**src/rtl/comparator_bist.sv**
```systemverilog
// Exhaustive self-test sequencer for an equality comparator: sweeps every {x,y} pair, checks z after LAT+1 cycles.
// COMPARATOR_BIST_FAILCAP_EN adds capture of the first failing vector (fail_valid/fail_x/fail_y).
module comparator_bist #(
  parameter int WIDTH = 1,
  parameter int LAT   = 0,
  parameter int ERR_W = 8
) (
  input  logic             clk,
  input  logic             rst,
  input  logic             start,
  output logic [WIDTH-1:0] x,
  output logic [WIDTH-1:0] y,
  input  logic             z,
  output logic             busy,
  output logic             done,
  output logic             pass,
  output logic [ERR_W-1:0] err_count
`ifdef COMPARATOR_BIST_FAILCAP_EN
  ,
  output logic             fail_valid,
  output logic [WIDTH-1:0] fail_x,
  output logic [WIDTH-1:0] fail_y
`endif
);

  localparam int VW = 2 * WIDTH;
  localparam int CW = (LAT > 1) ? $clog2(LAT) : 1;
  localparam logic [CW-1:0] CNT_INIT = CW'((LAT > 0) ? LAT - 1 : 0);

  typedef enum logic [2:0] {
    IDLE,
    DRIVE,
    WAIT,
    CHECK,
    DONE
  } state_t;

  state_t           state_q, state_d;
  logic [VW-1:0]    vec_q, vec_d;
  logic [CW-1:0]    cnt_q, cnt_d;
  logic [WIDTH-1:0] x_q, x_d;
  logic [WIDTH-1:0] y_q, y_d;
  logic [ERR_W-1:0] err_q, err_d;
  logic [VW-1:0]    vec_inc;
  logic             mismatch;

`ifdef COMPARATOR_BIST_FAILCAP_EN
  logic             fv_q, fv_d;
  logic [WIDTH-1:0] fx_q, fx_d;
  logic [WIDTH-1:0] fy_q, fy_d;
`endif

  always_ff @(posedge clk) begin
    if (rst) begin
      state_q <= IDLE;
      vec_q   <= '0;
      cnt_q   <= '0;
      x_q     <= '0;
      y_q     <= '0;
      err_q   <= '0;
`ifdef COMPARATOR_BIST_FAILCAP_EN
      fv_q    <= 1'b0;
      fx_q    <= '0;
      fy_q    <= '0;
`endif
    end else begin
      state_q <= state_d;
      vec_q   <= vec_d;
      cnt_q   <= cnt_d;
      x_q     <= x_d;
      y_q     <= y_d;
      err_q   <= err_d;
`ifdef COMPARATOR_BIST_FAILCAP_EN
      fv_q    <= fv_d;
      fx_q    <= fx_d;
      fy_q    <= fy_d;
`endif
    end
  end

  always_comb begin
    state_d  = state_q;
    vec_d    = vec_q;
    cnt_d    = cnt_q;
    x_d      = x_q;
    y_d      = y_q;
    err_d    = err_q;
    vec_inc  = vec_q + 1'b1;
    mismatch = (z != (x_q == y_q));
`ifdef COMPARATOR_BIST_FAILCAP_EN
    fv_d     = fv_q;
    fx_d     = fx_q;
    fy_d     = fy_q;
`endif

    case (state_q)
      IDLE, DONE: begin
        if (start) begin
          state_d = DRIVE;
          vec_d   = '0;
          x_d     = '0;
          y_d     = '0;
          err_d   = '0;
`ifdef COMPARATOR_BIST_FAILCAP_EN
          fv_d    = 1'b0;
          fx_d    = '0;
          fy_d    = '0;
`endif
        end
      end
      DRIVE: begin
        if (LAT > 0) begin
          state_d = WAIT;
          cnt_d   = CNT_INIT;
        end else begin
          state_d = CHECK;
        end
      end
      WAIT: begin
        if (cnt_q == '0) state_d = CHECK;
        else             cnt_d   = cnt_q - 1'b1;
      end
      CHECK: begin
        if (mismatch && (err_q != {ERR_W{1'b1}})) err_d = err_q + 1'b1;
`ifdef COMPARATOR_BIST_FAILCAP_EN
        // Only the first failing vector of a run is kept.
        if (mismatch && !fv_q) begin
          fv_d = 1'b1;
          fx_d = x_q;
          fy_d = y_q;
        end
`endif
        if (vec_q == {VW{1'b1}}) begin
          state_d = DONE;
          x_d     = '0;
          y_d     = '0;
        end else begin
          state_d = DRIVE;
          vec_d   = vec_inc;
          x_d     = vec_inc[VW-1:WIDTH];
          y_d     = vec_inc[WIDTH-1:0];
        end
      end
      default: state_d = IDLE;
    endcase
  end

  assign x         = x_q;
  assign y         = y_q;
  assign busy      = (state_q == DRIVE) || (state_q == WAIT) || (state_q == CHECK);
  assign done      = (state_q == DONE);
  assign pass      = done && (err_q == '0);
  assign err_count = err_q;

`ifdef COMPARATOR_BIST_FAILCAP_EN
  assign fail_valid = fv_q;
  assign fail_x     = fx_q;
  assign fail_y     = fy_q;
`endif

endmodule

```
**config.mk**
```make
export PLATFORM = sky130hd
export DESIGN_NAME = comparator_bist
export DESIGN_NICKNAME = d
export VERILOG_FILES = /design/src/rtl/comparator_bist.sv
export SDC_FILE = /design/constraint.sdc
export NUM_CORES = 1
export LEC_CHECK = 0
export ABC_AREA = 0
export BUFFER_PORTS_ARGS = -buffer_cell sky130_fd_sc_hd__clkbuf_2
export CAP_MARGIN = 10
export CORE_UTILIZATION = 50
export CTS_BUF_LIST = sky130_fd_sc_hd__clkbuf_2 sky130_fd_sc_hd__clkbuf_4 sky130_fd_sc_hd__clkbuf_8
export DETAILED_ROUTE_END_ITERATION = 8
export PLACE_DENSITY = 0.81
export SYNTH_ARGS = -nofsm -noshare
export SYNTH_HDL_FRONTEND = slang
export SYNTH_SLANG_ARGS = --single-unit
```
**constraint.sdc**
```tcl
create_clock -name clk -period 1.4 [get_ports clk]
set_input_delay 0.14 -clock clk [delete_from_list [all_inputs] [get_ports clk]]
set_output_delay 0.14 -clock clk [all_outputs]
set_load 0.05 [all_outputs]
```
==> flow_summary.json, run 1 <==
{
  "status": "finished with violations",
  "violations": "DRC, setup timing",
  "grt_max_degree": 20,
  "drtIter0Drc": 113,
  "pwr_density_cell_nw_per_um2": 716,
  "numCtsBuffers": 3,
  "via_per_inst": 6.87,
  "yosysMostFrequentCell": "dfxtp_1",
  "path_clk_slew_ns": 0.11,
  "portBuffers": 16,
  "critical_path.max_fanout": 6,
  "setup.worst_path.start_class": "flop",
  "endpoint_kind": "flop",
  "synth_nets": 106,
  "timing.fmax_mhz": 635,
  "overflow": 0,
  "finalHoldViolCount": 0,
  "worst_pin_slew_ns": 0.418,
  "antenna_cells": 0,
  "first_global_vias": 914,
  "arrival_ns": 1.80,
  "postSynthCellCount": 99,
  "drc_errors": 4,
  "synthArstFlopShare_pct": 0,
  "place_congestion": 0.884,
  "synth_flop_cell": "dfxtp_1",
  "yosys_warnings": 0,
  "fin_nets": 154,
  "cap_violations": 0,
  "dp_hpwl_microns": 1740,
  "syn_to_final_growth_pct": 62.4,
  "synth_cell_types": 38,
  "slew_viol_final": 0,
  "avgSynthCellArea_sq_um": 8.71,
  "vias": 1113,
  "wire_per_inst_microns": 22.7,
  "worstPathRequired_ns": 1.62,
  "clk_path_buf_depth": 2,
  "fp.dieW_microns": 43.5,
  "syn_area_sq_um": 862,
  "synth_area_leaders": "dfxtp_1, ha_1, buf_6, a21oi_1, nand3_1",
  "cts_tree": "built",
  "first_pass_iters": 6,
  "clock_latency_ns": 0.30,
  "synth_top_area_cell": "dfxtp_1",
  "worstSetupPathType": "flop to flop",
  "synth_edf_count": 0,
  "rows": 14,
  "finalSetupTns_ns": -1.20,
  "floorplan.initialDensity_pct": 55.3,
  "grt_pass1_wl_microns": 4350,
  "worstHoldPathType": "input port to flop",
  "htree_levels": 1,
  "slew_headroom_pct": 72.2,
  "final.setup.worst_slack_ns": -0.174,
  "cts_num_sinks": 15,
  "skew_ns": 0.0254,
  "ir_worst_vdd_v": 0.000953,
  "root_buffer": "clkbuf_4",
  "antenna_found_initial": 0,
  "p_leak_nw": 0.575,
  "wirelength_microns": 3670,
  "ctsHoldBuffers": 0,
  "ys_seq_area_share_pct": 34.8,
  "final_layout_size_suffix_gt1_share_pct": 57.5,
  "finalCriticalPeriod_ns": 1.57,
  "synth_top_area_share_pct": 34.8,
  "antenna_left": 0,
  "ios": 17,
  "fin_crit_sh_pct": 112,
  "grt_util_all_layers_pct": 31.4,
  "die_h_microns": 43.5,
  "finalSetupViolCount": 13,
  "dieArea_sq_um": 1890,
  "core_sq_um": 1560,
  "synthTopCellsByCount": "dfxtp_1, a21oi_1, nand2_1, nand3_1, nor2_1",
  "synth_seq_cells": 15,
  "rsz0062_at_grt": "yes",
  "fin_hold_ws_ns": 0.173
}
-- cell type report --
class / instances / area (sq um)
tap: 16 / 20.0
fill: 66 / 159
clock buffer: 4 / 30.0
multi-input combinational: 78 / 648
inverter: 3 / 16.3
timing repair buffer: 46 / 355
sequential: 15 / 330
-- metrics by stage --
| stage | cells | util, % | power (W) | area [sq um] | setup slack [ns] |
|---|---|---|---|---|---|
| finish | 162 | 89.8 | 0.00100 | 1400 | -0.174 |
| global route | 162 | 89.8 | 0.00103 | 1400 | -0.206 |
| CTS | 159 | 83.5 | 0.000931 | 1300 | -0.147 |
| detailed placement | 152 | 74.1 | 0.000650 | 1150 | -0.128 |
| global placement | 152 | 74.1 | 0.000644 | 1150 | -0.0620 |
| floorplan | 99 | - | 0.000571 | 908 | -0.108 |
-- path summary, 6_finish.rpt --
path           startpoint           end  slack (ns)  cells after the start
min                 start    state_q[0]        0.17                      3
max          err_count[5]  err_count[3]       -0.17                      4
min reg2reg  err_count[4]  err_count[4]        0.53                      1
max reg2reg  err_count[5]  err_count[3]       -0.17                      4
-- routing by layer --
metal / vias to the layer above / wire length [microns] / track usage, %
li1: 475 / - / -
met1: 517 / 1410 / 43.0
met2: 96 / 1680 / 46.7
met3: 25 / 379 / 7.08
met4: 0 / 205 / 15.0
met5: - / 0 / 0
-- kinds of logic after synthesis --
group	share of synthesized area, %
buf+inv	5.22
simple gates	30.2
xor+xnor	3.77
compound gates	20.5
flops	34.8
mux	1.16
fa+ha+maj	4.35
-- layout by cell type, fill, tap and decap left out, types with 4 or more instances in the layout --
| cell | Yosys | final |
|---|---|---|
| nand3b_1 | 4 | 4 |
| buf_4 | 0 | 27 |
| nor2_1 | 6 | 4 |
| dfxtp_2 | 0 | 6 |
| clkbuf_2 | 0 | 13 |
| clkbuf_4 | 0 | 4 |
| nand3_1 | 6 | 5 |
| dfxtp_4 | 0 | 6 |
| a21oi_1 | 6 | 4 |
| nand2_1 | 6 | 6 |
| nor3_1 | 5 | 4 |
-- worst max-delay path, cell delays in order (launching register included) --
cell and delay (ns):
dfxtp_2 0.40, nand4_1 0.36, o21ai_4 0.35, o211ai_1 0.17
a31oi_1 0.21
-- timing repair --
item / CTS / global route
pin swaps: 4 / 10
setup endpoints to repair: 6 / 10
setup buffers: 3 / 3
gates resized for setup: 23 / 20
-- power breakdown --
part | internal (W) | switching [W]
Sequential | 0.000431 | 0.0000101
Combinational | 0.000119 | 0.000156
Clock | 0.000130 | 0.000156
Total | 0.000680 | 0.000322
-- sequential cells by signal, indices dropped and copies added, names as in the netlist --
name and cells:
x 1, y 1, vec_q 2, err_count 8, state_q 3
(Power assumes the default switching activity.)
==> inputs of run 2 (changes only) <==
--- a/config.mk
+++ b/config.mk
@@ -8,10 +8,10 @@
 export ABC_AREA = 0
 export BUFFER_PORTS_ARGS = -buffer_cell sky130_fd_sc_hd__clkbuf_2
 export CAP_MARGIN = 10
-export CORE_UTILIZATION = 50
+export CORE_UTILIZATION = 60
 export CTS_BUF_LIST = sky130_fd_sc_hd__clkbuf_2 sky130_fd_sc_hd__clkbuf_4 sky130_fd_sc_hd__clkbuf_8
 export DETAILED_ROUTE_END_ITERATION = 8
-export PLACE_DENSITY = 0.81
+export PLACE_DENSITY = 0.91
 export SYNTH_ARGS = -nofsm -noshare
 export SYNTH_HDL_FRONTEND = slang
 export SYNTH_SLANG_ARGS = --single-unit
==> constraint.sdc (replaced) <==
create_clock -name clk -period 2 [get_ports clk]
set_input_delay 0.2 -clock clk [delete_from_list [all_inputs] [get_ports clk]]
set_output_delay 0.2 -clock clk [all_outputs]
set_load 0.05 [all_outputs]
==> run 2 against run 1 <==
Worst hold slack better by 0.032 ns. Clock-buffer cell count stayed put. Largest power group unchanged. The flow now finishes without violations. First-iteration DRC count is 70% lower.
==> flow_summary.json, run 2 (same netlist as run 1, synthesis figures left out) <==
{
  "fin_nets": 124,
  "htree_levels": 1,
  "cts_num_sinks": 15,
  "dp_hpwl_microns": 1380,
  "fp.dieW_microns": 39.9,
  "floorplan.initialDensity_pct": 65.4,
  "final.setup.worst_slack_ns": 0.208,
  "first_pass_iters": 4,
  "clk_path_buf_depth": 2,
  "root_buffer": "clkbuf_4",
  "slew_viol_final": 0,
  "grt_pass1_wl_microns": 3050,
  "rsz0062_at_grt": "no",
  "fin_crit_sh_pct": 89.6,
  "worstPathRequired_ns": 1.80,
  "drtIter0Drc": 34,
  "crit_path_start": "err_count[0]",
  "worstSetupPathType": "flop to output pin",
  "numCtsBuffers": 3,
  "ios": 17,
  "hold_path_end": "state_q[0]",
  "pwr_density_cell_nw_per_um2": 633,
  "antenna_left": 0,
  "critical_path.max_fanout": 5,
  "endpoint_kind": "output pin",
  "setup.worst_path.start_class": "flop",
  "final_layout_size_suffix_gt1_share_pct": 20.7,
  "dieArea_sq_um": 1590,
  "r2r_end": "err_count[5]",
  "core_sq_um": 1320,
  "slew_headroom_pct": 68.3,
  "die_h_microns": 39.9,
  "cap_violations": 0,
  "reg2reg_from": "err_count[0]",
  "drc_errors": 0,
  "timing.fmax_mhz": 558,
  "antenna_cells": 0,
  "portBuffers": 16,
  "place_congestion": 0.936,
  "grt_util_all_layers_pct": 29.1,
  "antenna_found_initial": 0,
  "grt_max_degree": 20,
  "rows": 13,
  "finalSetupTns_ns": 0,
  "wirelength_microns": 1920,
  "finalCriticalPeriod_ns": 1.79,
  "final_cell_mix": "clkbuf_2, dfxtp_1",
  "dp_worst_setup_slack_ns": 0.389,
  "fillers": 99,
  "reg2regPathDepth": 5,
  "min-delay-start": "start",
  "clock_latency_ns": 0.29,
  "skew_ns": 0.00353,
  "wire_per_inst_microns": 14.7,
  "cts.repair.resized": 0,
  "holdPathStages": 3,
  "cts_setup_buffers": 0,
  "path_clk_slew_ns": 0.09,
  "syn_to_final_growth_pct": 11.0,
  "cts_tree": "built",
  "overflow": 0,
  "status": "finished, final reports clean",
  "arrival_ns": 1.59,
  "vias": 844,
  "first_global_vias": 745,
  "worstHoldPathType": "input port to flop",
  "ir_worst_vdd_v": 0.000502,
  "final_util_pct": 72.6,
  "finalSetupViolCount": 0,
  "p_leak_nw": 0.382,
  "worst_pin_slew_ns": 0.473,
  "largest_reg_flops": 8,
  "ctsHoldBuffers": 0,
  "via_per_inst": 6.44,
  "layout_commonest_cell": "clkbuf_2",
  "r2r_slack_ns": 0.37,
  "finalHoldViolCount": 0
}
## run 2: cell count changes in the layout (fill, tap and decap cells not counted), sizes merged
cell    previous run  this run
buf               31         0
clkbuf            19        20
## run 2: worst max-delay path by stage
| stage | endpoint | slack (ns) | depth (start not counted) |
|---|---|---|---|
| finish | pass | 0.21 | 5 |
| global route | pass | 0.13 | 5 |
| CTS | pass | 0.22 | 5 |
| detailed placement | err_count[5] | 0.39 | 4 |
| global placement | err_count[5] | 0.45 | 4 |
| floorplan | err_count[5] | 0.18 | 4 |
## run 2: metrics by stage
stage	std cells	area (sq um)	total power (W)	hold slack, ns
final	131	957	0.000605	0.205
after global routing	131	957	0.000635	0.245
after CTS	131	957	0.000604	0.204
after detailed placement	127	927	0.000420	0.465
after global placement	127	927	0.000417	0.459
after floorplan	99	862	0.000404	0.367
## run 2: routing by layer
layer	wire, microns	vias up	GRT usage, %
met1	819	385	31.1
met5	0	-	0
met3	115	10	7.39
met4	62	0	17.2
li1	-	413	-
met2	926	36	50.4
## run 2: worst max-delay path, cell delays in order, from the launching register on
cell	delay [ns]
dfxtp_1	0.35
inv_1	0.12
ha_1	0.16
nor4b_1	0.20
and3_1	0.19
clkbuf_2	0.27
## run 2: power breakdown
| part | internal [W] | switching [W] | total [W] | leakage (nW) |
|---|---|---|---|---|
| clock network | 0.0000913 | 0.0000995 | 0.000191 | 0.0184 |
| logic | 0.0000288 | 0.0000679 | 0.0000967 | 0.242 |
| registers | 0.000307 | 0.0000108 | 0.000318 | 0.122 |
## run 2: cell type report
cell class / count / area (sq um) / area share [%]
flip-flops and latches: 15 / 300 / 31.4
clock buffers: 4 / 30.0 / 3.14
inverters: 3 / 11.3 / 1.18
multi-input cells: 78 / 517 / 54.0
well taps: 15 / 18.8 / 1.96
repair buffers: 16 / 80.1 / 8.37
==> inputs of run 3 (changes only) <==
==> constraint.sdc (replaced) <==
create_clock -name clk -period 2.2 [get_ports clk]
set_input_delay 0.22 -clock clk [delete_from_list [all_inputs] [get_ports clk]]
set_output_delay 0.22 -clock clk [all_outputs]
set_load 0.05 [all_outputs]
==> run 3 against run 2 <==
Clock skew decreased by 0.00056 ns. Global-route usage decreased by 0.40 points. Routed wire length increased by 1.3%. Critical endpoint unchanged. Largest cell class unchanged.
==> flow_summary.json, run 3 (same netlist as run 1, synthesis figures left out) <==
{
  "worstSetupPathType": "flop to output pin",
  "syn_to_final_growth_pct": 11.0,
  "place_congestion": 0.935,
  "clock_latency_ns": 0.28,
  "cts_tree": "built",
  "antenna_cells": 0,
  "fp.dieW_microns": 39.9,
  "finalSetupTns_ns": 0,
  "min-delay-start": "start",
  "grt_util_all_layers_pct": 28.7,
  "dp_hpwl_microns": 1390,
  "ir_worst_vdd_v": 0.000395,
  "fillers": 101,
  "first_global_vias": 752,
  "layout_commonest_cell": "clkbuf_2",
  "slew_viol_final": 0,
  "reg2reg_from": "err_count[0]",
  "first_pass_iters": 4,
  "wire_per_inst_microns": 14.9,
  "cts.repair.resized": 0,
  "dieArea_sq_um": 1590,
  "crit_buf_inv": 2,
  "cts_num_sinks": 15,
  "clk_path_buf_depth": 2,
  "switchingPower_w": 0.000159,
  "drc_errors": 0,
  "rsz0062_at_grt": "no",
  "finalSetupViolCount": 0,
  "cts_setup_buffers": 0,
  "cap_violations": 0,
  "p_seq_share_pct": 52.7,
  "via_per_inst": 6.40,
  "largest_reg_flops": 8,
  "layout.cells.non_filler": 131,
  "final.setup.worst_slack_ns": 0.393,
  "slowest_delay_ns": 0.35,
  "crit_slowest_cell": "dfxtp_1",
  "multi_input_comb_area_sq_um": 517,
  "worstPathCellList": "inv_1 -> ha_1 -> nor4b_1 -> and3_1 -> clkbuf_2",
  "slew_headroom_pct": 66.5,
  "dp_worst_setup_slack_ns": 0.587,
  "numCtsBuffers": 3,
  "core_sq_um": 1320,
  "power.internal_w": 0.000388,
  "setup.worst_path.start_class": "flop",
  "skew_ns": 0.00296,
  "rows": 13,
  "pwr_density_cell_nw_per_um2": 572,
  "floorplan.initialDensity_pct": 65.4,
  "power_frac_comb_pct": 16.2,
  "fin_nets": 124,
  "crit_path_start": "err_count[0]",
  "worstPathRequired_ns": 1.98,
  "die_h_microns": 39.9,
  "grt_max_degree": 20,
  "wirelength_microns": 1950,
  "timing.fmax_mhz": 553,
  "ctsHoldBuffers": 0,
  "final_cell_mix": "clkbuf_2, dfxtp_1",
  "fin_hold_ws_ns": 0.227,
  "finalCriticalPeriod_ns": 1.81,
  "antenna_left": 0,
  "fin_crit_sh_pct": 82.1,
  "finalPower_w": 0.000548,
  "p_sw_share_pct": 29.1,
  "critPathTopFamily": "buffers and inverters",
  "htree_levels": 1,
  "overflow": 0,
  "worstHoldPathType": "input port to flop",
  "vias": 839,
  "drtIter0Drc": 41,
  "critical_path.max_fanout": 5,
  "arrival_ns": 1.59,
  "status": "finished, final reports clean",
  "ios": 17,
  "grt_pass1_wl_microns": 3070,
  "worst_pin_slew_ns": 0.501,
  "root_buffer": "clkbuf_4",
  "finalHoldViolCount": 0,
  "seq_area_sq_um": 300,
  "antenna_found_initial": 0,
  "endpoint_kind": "output pin",
  "dp.cells": 127,
  "portBuffers": 16,
  "p_leak_nw": 0.382,
  "path_clk_slew_ns": 0.09,
  "pwr-share-clk_pct": 31.1,
  "final_layout_size_suffix_gt1_share_pct": 20.7
}
run 3: final timing paths:
| path | slack [ns] | depth (start not counted) | endpoint |
|---|---|---|---|
| min | 0.23 | 3 | state_q[0] |
| max | 0.39 | 5 | pass |
| min reg2reg | 0.47 | 2 | y |
| max reg2reg | 0.55 | 5 | err_count[5] |
run 3: per-layer routing:
layer  share of wire, %  track usage (%)  up-vias
met4                1.2             12.9        0
met1                 44             33.7      393
met2                 50             50.4       30
li1                   -                -      411
met5                  0                0        -
met3                4.3             3.98        5
run 3: power groups by stage:
stage | Clock, W | Combinational (W) | Sequential [W]
2_1_floorplan | 0 | 0.0000658 | 0.000301
3_3_place_gp | 0 | 0.0000852 | 0.000294
3_5_place_dp | 0 | 0.0000868 | 0.000295
4_1_cts | 0.000172 | 0.0000876 | 0.000288
5_1_grt | 0.000185 | 0.0000975 | 0.000291
6_report | 0.000170 | 0.0000887 | 0.000289
run 3: cell type report:
cell class / instances / area share (%)
Multi-Input combinational cell: 78 / 54.0
Tap cell: 15 / 1.96
Clock buffer: 4 / 3.14
Timing Repair Buffer: 16 / 8.37
Inverter: 3 / 1.18
Sequential cell: 15 / 31.4
run 3: metrics by stage:
| stage | cell area [sq um] | util [%] |
|---|---|---|
| floorplan | 862 | - |
| global placement | 927 | 70.4 |
| detailed placement | 927 | 70.4 |
| CTS | 957 | 72.6 |
| global route | 957 | 72.6 |
| finish | 957 | 72.6 |
run 3: worst register-to-register path: stages, from the launching register on:
cell and delay, ns:
dfxtp_1 0.35, ha_1 0.26, nand3_1 0.20, o21ai_2 0.12, or4_1 0.49, a31oi_1 0.16
